==> config.mk <==
export PLATFORM = sky130hd
export DESIGN_NAME = multicycle_control_flat
export DESIGN_NICKNAME = d
export VERILOG_FILES = /design/src/rtl/multicycle_control_if.sv /design/src/rtl/multicycle_control.sv /design/src/flat_wrapper.sv
export SDC_FILE = /design/constraint.sdc
export NUM_CORES = 1
export LEC_CHECK = 0
export CAP_MARGIN = 20
export CORE_ASPECT_RATIO = 0.75
export CORE_MARGIN = 2
export CORE_UTILIZATION = 30
export CTS_CLUSTER_DIAMETER = 150
export DETAILED_ROUTE_END_ITERATION = 8
export HOLD_SLACK_MARGIN = 0.1
export PLACE_DENSITY = 0.7
export SYNTH_ARGS = -nofsm -noshare
export SYNTH_HDL_FRONTEND = slang
export SYNTH_SLANG_ARGS = --single-unit
==> constraint.sdc <==
create_clock -name clk -period 2.8 [get_ports clk]
set_input_delay 0.56 -clock clk [delete_from_list [all_inputs] [get_ports clk]]
set_output_delay 0.56 -clock clk [all_outputs]
set_load 0.01 [all_outputs]
==> src/rtl/multicycle_control_if.sv <==
// Control/status bundle between the multi-cycle MIPS controller and its datapath.
// master = controller side, slave = datapath side.
interface multicycle_control_if;
  logic [5:0] opcode;
  logic [5:0] funct;
  logic       alu_zero;
  logic       mem_ready;
  logic       pc_write;
  logic       ir_write;
  logic       i_or_d;
  logic       mem_read;
  logic       mem_write;
  logic       reg_write;
  logic [1:0] reg_dest;
  logic [1:0] mem_to_reg;
  logic       alu_src_a;
  logic [1:0] alu_src_b;
  logic [1:0] alu_op;
  logic [1:0] pc_source;
  logic       illegal_op;
  logic       bus_err;

  modport master (
    input  opcode, funct, alu_zero, mem_ready,
    output pc_write, ir_write, i_or_d, mem_read, mem_write, reg_write,
           reg_dest, mem_to_reg, alu_src_a, alu_src_b, alu_op, pc_source,
           illegal_op, bus_err
  );

  modport slave (
    output opcode, funct, alu_zero, mem_ready,
    input  pc_write, ir_write, i_or_d, mem_read, mem_write, reg_write,
           reg_dest, mem_to_reg, alu_src_a, alu_src_b, alu_op, pc_source,
           illegal_op, bus_err
  );
endinterface

==> src/rtl/multicycle_control.sv <==
// Moore FSM sequencing a multi-cycle MIPS datapath (R-type, jr, lw, sw, addi, beq, bne, j, jal).
// Define MEM_WAIT_EN to make memory states wait on mem_ready with a timeout (bus_err).
module multicycle_control #(
  parameter int unsigned STATE_W     = 4,
  parameter int unsigned MEM_TIMEOUT = 255
) (
  input  logic                  clk,
  input  logic                  rst_n,
  multicycle_control_if.master  bus,
  output logic [STATE_W-1:0]    state
);

  if (STATE_W < 4 || MEM_TIMEOUT > 255) begin : g_bad_cfg
    $error("multicycle_control: STATE_W must be >= 4 and MEM_TIMEOUT <= 255");
  end

  typedef enum logic [STATE_W-1:0] {
    S_RST = 0, S_FETCH = 1, S_DECODE = 2, S_MADDR = 3, S_MRD = 4, S_MWB = 5, S_MWR = 6,
    S_REXE = 7, S_RWB = 8, S_IEXE = 9, S_IWB = 10, S_BR = 11, S_JMP = 12, S_JR = 13
  } state_t;

  state_t state_q, state_d;
  logic   dec_illegal;
  logic   mem_ok;
  logic   timeout;

`ifdef MEM_WAIT_EN
  logic [7:0] wait_cnt;
  logic       in_mem;

  assign in_mem  = (state_q == S_FETCH) || (state_q == S_MRD) || (state_q == S_MWR);
  assign mem_ok  = bus.mem_ready;
  // mem_ready in the timeout cycle takes priority: that is a normal completion.
  assign timeout = in_mem && !bus.mem_ready && (wait_cnt == 8'(MEM_TIMEOUT));

  // Timeout from FETCH re-enters FETCH without a state change, so clear explicitly.
  always_ff @(posedge clk or negedge rst_n) begin
    if (!rst_n)
      wait_cnt <= '0;
    else if ((state_d != state_q) || timeout)
      wait_cnt <= '0;
    else if (in_mem && !bus.mem_ready)
      wait_cnt <= wait_cnt + 8'd1;
  end
`else
  assign mem_ok  = 1'b1;
  assign timeout = 1'b0;
`endif

  always_comb begin
    state_d     = state_q;
    dec_illegal = 1'b0;
    unique case (state_q)
      S_RST:    state_d = S_FETCH;
      S_FETCH:  if (mem_ok) state_d = S_DECODE;
                else if (timeout) state_d = S_FETCH;
      S_DECODE: begin
        unique case (bus.opcode)
          6'h00:        state_d = (bus.funct == 6'h08) ? S_JR : S_REXE;
          6'h23, 6'h2B: state_d = S_MADDR;
          6'h08:        state_d = S_IEXE;
          6'h04, 6'h05: state_d = S_BR;
          6'h02, 6'h03: state_d = S_JMP;
          default: begin
            state_d     = S_FETCH;
            dec_illegal = 1'b1;
          end
        endcase
      end
      S_MADDR:  state_d = (bus.opcode == 6'h2B) ? S_MWR : S_MRD;
      S_MRD:    if (mem_ok) state_d = S_MWB;
                else if (timeout) state_d = S_FETCH;
      S_MWR:    if (mem_ok || timeout) state_d = S_FETCH;
      S_REXE:   state_d = S_RWB;
      S_IEXE:   state_d = S_IWB;
      S_MWB, S_RWB, S_IWB, S_BR, S_JMP, S_JR: state_d = S_FETCH;
      default:  state_d = S_RST;
    endcase
  end

  always_ff @(posedge clk or negedge rst_n) begin
    if (!rst_n) state_q <= S_RST;
    else        state_q <= state_d;
  end

  assign state = state_q;

  always_comb begin
    bus.pc_write   = 1'b0;
    bus.ir_write   = 1'b0;
    bus.i_or_d     = 1'b0;
    bus.mem_read   = 1'b0;
    bus.mem_write  = 1'b0;
    bus.reg_write  = 1'b0;
    bus.reg_dest   = '0;
    bus.mem_to_reg = '0;
    bus.alu_src_a  = 1'b0;
    bus.alu_src_b  = '0;
    bus.alu_op     = '0;
    bus.pc_source  = '0;
    bus.illegal_op = 1'b0;
    bus.bus_err    = timeout;
    unique case (state_q)
      S_FETCH: begin
        bus.mem_read  = 1'b1;
        bus.ir_write  = mem_ok;
        bus.pc_write  = mem_ok;
        bus.alu_src_b = 2'd1;
      end
      S_DECODE: begin
        bus.alu_src_b  = 2'd3;
        bus.illegal_op = dec_illegal;
      end
      S_MADDR, S_IEXE: begin
        bus.alu_src_a = 1'b1;
        bus.alu_src_b = 2'd2;
      end
      S_MRD: begin
        bus.mem_read = 1'b1;
        bus.i_or_d   = 1'b1;
      end
      S_MWB: begin
        bus.reg_write  = 1'b1;
        bus.mem_to_reg = 2'd1;
      end
      S_MWR: begin
        bus.mem_write = 1'b1;
        bus.i_or_d    = 1'b1;
      end
      S_REXE: begin
        bus.alu_src_a = 1'b1;
        bus.alu_op    = 2'd2;
      end
      S_RWB: begin
        bus.reg_write = 1'b1;
        bus.reg_dest  = 2'd1;
      end
      S_IWB: bus.reg_write = 1'b1;
      S_BR: begin
        bus.alu_src_a = 1'b1;
        bus.alu_op    = 2'd1;
        bus.pc_source = 2'd1;
        bus.pc_write  = (bus.opcode == 6'h04) ? bus.alu_zero : !bus.alu_zero;
      end
      S_JMP: begin
        bus.pc_write  = 1'b1;
        bus.pc_source = 2'd2;
        if (bus.opcode == 6'h03) begin
          bus.reg_write  = 1'b1;
          bus.reg_dest   = 2'd2;
          bus.mem_to_reg = 2'd2;
        end
      end
      S_JR: begin
        bus.pc_write  = 1'b1;
        bus.pc_source = 2'd3;
      end
      default: ;
    endcase
  end

endmodule
==> src/flat_wrapper.sv <==
// flat-port wrapper written by rule: the top's interface ports become plain ports
module multicycle_control_flat 
#(
  parameter int unsigned STATE_W     = 4,
  parameter int unsigned MEM_TIMEOUT = 255
)
  (clk, rst_n, state, bus_opcode, bus_funct, bus_alu_zero, bus_mem_ready, bus_pc_write, bus_ir_write, bus_i_or_d, bus_mem_read, bus_mem_write, bus_reg_write, bus_reg_dest, bus_mem_to_reg, bus_alu_src_a, bus_alu_src_b, bus_alu_op, bus_pc_source, bus_illegal_op, bus_bus_err);
  multicycle_control_if bus_i ();
  input  logic clk;
  input  logic rst_n;
  output logic [STATE_W-1:0] state;
  input wire logic [$bits(bus_i.opcode)-1:0] bus_opcode;
  input wire logic [$bits(bus_i.funct)-1:0] bus_funct;
  input wire logic [$bits(bus_i.alu_zero)-1:0] bus_alu_zero;
  input wire logic [$bits(bus_i.mem_ready)-1:0] bus_mem_ready;
  output wire logic [$bits(bus_i.pc_write)-1:0] bus_pc_write;
  output wire logic [$bits(bus_i.ir_write)-1:0] bus_ir_write;
  output wire logic [$bits(bus_i.i_or_d)-1:0] bus_i_or_d;
  output wire logic [$bits(bus_i.mem_read)-1:0] bus_mem_read;
  output wire logic [$bits(bus_i.mem_write)-1:0] bus_mem_write;
  output wire logic [$bits(bus_i.reg_write)-1:0] bus_reg_write;
  output wire logic [$bits(bus_i.reg_dest)-1:0] bus_reg_dest;
  output wire logic [$bits(bus_i.mem_to_reg)-1:0] bus_mem_to_reg;
  output wire logic [$bits(bus_i.alu_src_a)-1:0] bus_alu_src_a;
  output wire logic [$bits(bus_i.alu_src_b)-1:0] bus_alu_src_b;
  output wire logic [$bits(bus_i.alu_op)-1:0] bus_alu_op;
  output wire logic [$bits(bus_i.pc_source)-1:0] bus_pc_source;
  output wire logic [$bits(bus_i.illegal_op)-1:0] bus_illegal_op;
  output wire logic [$bits(bus_i.bus_err)-1:0] bus_bus_err;
  assign bus_i.opcode = bus_opcode;
  assign bus_i.funct = bus_funct;
  assign bus_i.alu_zero = bus_alu_zero;
  assign bus_i.mem_ready = bus_mem_ready;
  assign bus_pc_write = bus_i.pc_write;
  assign bus_ir_write = bus_i.ir_write;
  assign bus_i_or_d = bus_i.i_or_d;
  assign bus_mem_read = bus_i.mem_read;
  assign bus_mem_write = bus_i.mem_write;
  assign bus_reg_write = bus_i.reg_write;
  assign bus_reg_dest = bus_i.reg_dest;
  assign bus_mem_to_reg = bus_i.mem_to_reg;
  assign bus_alu_src_a = bus_i.alu_src_a;
  assign bus_alu_src_b = bus_i.alu_src_b;
  assign bus_alu_op = bus_i.alu_op;
  assign bus_pc_source = bus_i.pc_source;
  assign bus_illegal_op = bus_i.illegal_op;
  assign bus_bus_err = bus_i.bus_err;
  multicycle_control #(.STATE_W(STATE_W), .MEM_TIMEOUT(MEM_TIMEOUT)) u_core (.clk(clk), .rst_n(rst_n), .bus(bus_i), .state(state));
endmodule
==> impl_metrics.py <==
metrics = {
    "detailed_routing": {
        "drt-initial-drc-count": 24,
        "wl_mm": 1.93,
        "first_pass_iters": 4,
        "drc": 0,
        "viasPerCell": 5.23,
        "wire_per_inst_um": 13.0,
        "vias": 779,
        "ant_nets": 0,
    },
    "setup_path": {
        "crit_top_cell": "nor4_4",
        "r2r_end": "u_core.state[3]$_DFF_PN0_",
        "start_kind": "input pin",
        "crit_fanout": 3,
        "end_kind": "output port",
        "crit_type": "input pin to output port",
        "worstReg2RegStart": "u_core.state[1]$_DFF_PN0_",
        "crit_chain": "clkdlybuf4s50_1 -> nor4_4 -> nand3_1 -> buf_4 -> nor4_4 -> dlygate4sd2_1",
        "r2r_setup_slack_ns": 1.23,
        "crit_family": "buffers and inverters",
        "critPathRequiredTime_ns": 2.24,
        "critPathMaxStageDelay_ns": 0.49,
        "cp.arrival_ns": 2.10,
        "cp_slowest_cell": "clkdlybuf4s50_1",
        "rr_worst_depth": 3,
        "crit_buf_inv": 3,
    },
    "timing": {
        "max_slew_margin": 0.638,
        "drv_slew": 0,
        "fin_crit_ns": 2.66,
        "worstMarginPinSlew_ns": 0.544,
        "final_hold_viol_count": 0,
        "rsz0062_at_grt": "false",
        "fin_skew_ns": 0.00402,
        "clock.fmax_mhz": 376,
        "period_share": 0.950,
        "setup_viol": 0,
    },
    "logic_synthesis": {
        "synth.top_cell.area_share": 0.179,
        "async_flop_share": 1.00,
        "synth_most_common_cell": "nor2_1",
        "netlist_area_sq_um": 561,
        "syn_nets": 101,
        "seq_area_frac_synth": 0.179,
        "syn_inst": 85,
        "synth_area_leaders": "dfrtp_1 (18%), nand2b_1 (7.8%), nor2_1 (7.4%)",
        "synthFlopType": "dfrtp_1",
        "yosysWarnings": 0,
        "synth-seq-cells": 4,
        "synthTopCellsByCount": "nor2_1 (11), a21oi_1 (8), nand2b_1 (7)",
        "synthDistinctLibCells": 32,
        "syn_area_per_cell_sq_um": 6.59,
        "synth_edf_count": 0,
        "yosysTopAreaCell": "dfrtp_1",
    },
    "flow_run": {
        "cap_violations": 0,
    },
    "cts": {
        "htreeDepth": 1,
        "clk_latency_ns": 0.24,
        "cts_tree": "built",
        "ctsRootBufferMaster": "clkbuf_4",
        "cts_buffers": 3,
        "clock_sinks": 4,
        "clock_path_buffers": 2,
        "clk_pin_slew_ns": 0.04,
    },
    "place": {
        "place_area_sq_um": 977,
        "dpl.hpwl_mm": 1.42,
        "port_buffers": 36,
        "post-place-cells": 144,
        "place.gp.congestion": 0.759,
    },
    "hold_path": {
        "hold_path.class": "input pin to asynchronous set/reset pin",
    },
    "global_route": {
        "grt_pass1_wl_mm": 3.19,
        "grt_pass1_vias": 736,
        "overflow": 0,
        "antenna_found_initial": 0,
        "grt_max_degree": 18,
        "grt_use_total": 0.189,
    },
    "finish": {
        "drive_above_1_share": 0.150,
        "nets": 145,
        "fill_cells": 167,
        "largest_reg_flops": 4,
        "diodes": 0,
        "design_area_sq_um": 1040,
        "area_growth_pct": 86.4,
        "fin_cells": 149,
    },
    "die": {
        "num_rows": 13,
        "ioPinCount": 39,
        "dieArea_sq_um": 2230,
        "start_util": 0.322,
        "die_x_um": 53.9,
        "core_area_sq_um": 1740,
        "die_h_um": 41.4,
    },
    "pwr": {
        "powerDensity_nw_per_um2": 749,
        "cellLeakagePower_uw": 0.000455,
        "vdd_drop_max_v": 0.000380,
    },
    "run_status": {
        "status": "completed",
    },
}
## layout by cell type (no fill, tap or decap), types with 2 or more instances in the layout
cell type and instances:
nor2_1 11, o21ai_0 3, xor2_1 2, dlygate4sd2_1 4
buf_4 11, nor3_1 3, clkdlybuf4s50_1 28, dfrtp_1 4
a31oi_1 2, nor4_4 2, nand3b_1 2, a211oi_1 2
a21oi_1 8, inv_1 4, nand3_1 5, nand2b_1 7
dlymetal6s2s_1 3, o21ai_1 3, clkbuf_4 3, nand2_1 4
## worst max-delay path by stage
stage                              to  slack [ns]           from  cells past startpoint
floorplan             bus_reg_dest[1]        0.47  bus_opcode[3]                      4
global placement      bus_reg_dest[1]       -0.16  bus_opcode[3]                      5
detailed placement  bus_mem_to_reg[1]       -0.19  bus_opcode[3]                      5
CTS                 bus_mem_to_reg[1]        0.05  bus_opcode[5]                      6
global route        bus_mem_to_reg[1]        0.03  bus_opcode[4]                      6
finish              bus_mem_to_reg[1]        0.14  bus_opcode[4]                      6
## metrics by stage
stage	total power, uW	worst slack [ns]	hold slack [ns]	setup TNS, ns	utilization
finish	782	0.140	0.528	0	0.600
floorplan	425	0.471	0.264	0	-
global route	848	0.0316	0.543	0	0.600
CTS	776	0.0500	0.530	0	0.583
global placement	704	-0.163	0.699	-0.596	0.561
detailed placement	714	-0.193	0.705	-0.689	0.561
## where the power goes
part,internal (uW),switching [uW],leakage [uW]
clock network,48.0,24.2,0.0000138
registers,80.7,99.9,0.0000505
logic,299,230,0.000390
total,428,355,0.000455
## cell type report
cell class,count,area [sq um],area share
Inverter,4,15.0,0.0144
Tap cell,22,27.5,0.0263
Sequential cell,4,100,0.0958
Multi-Input combinational cell,69,439,0.420
Timing Repair Buffer,47,440,0.422
Clock buffer,3,22.5,0.0216
## cell families (layout without fill, tap and decap cells)
group	Yosys count	count (layout)	synth area share
compound gates	23	23	0.252
xor+xnor	3	3	0.0469
buf+inv	12	54	0.0960
flops	4	4	0.179
mux	1	1	0.0179
other cells	1	1	0.00669
simple gates	41	41	0.402
## repair_timing
action | 4_1_cts | 5_1_grt
hold endpoints to repair | 0 | 0
resized for setup | 6 | 9
hold buffers | 0 | 0
buffers inserted | 2 | 0
endpoints found under the setup margin | 5 | 4
pin swaps | 2 | 1
## layer usage
metal | up-vias | global-route usage | wire, um
li1 | 390 | - | -
met1 | 343 | 0.235 | 847
met2 | 44 | 0.324 | 911
met3 | 2 | 0.0252 | 160
met4 | 0 | 0.0667 | 12
met5 | - | 0 | 0
No activity file was read; power rests on OpenSTA's default activity.
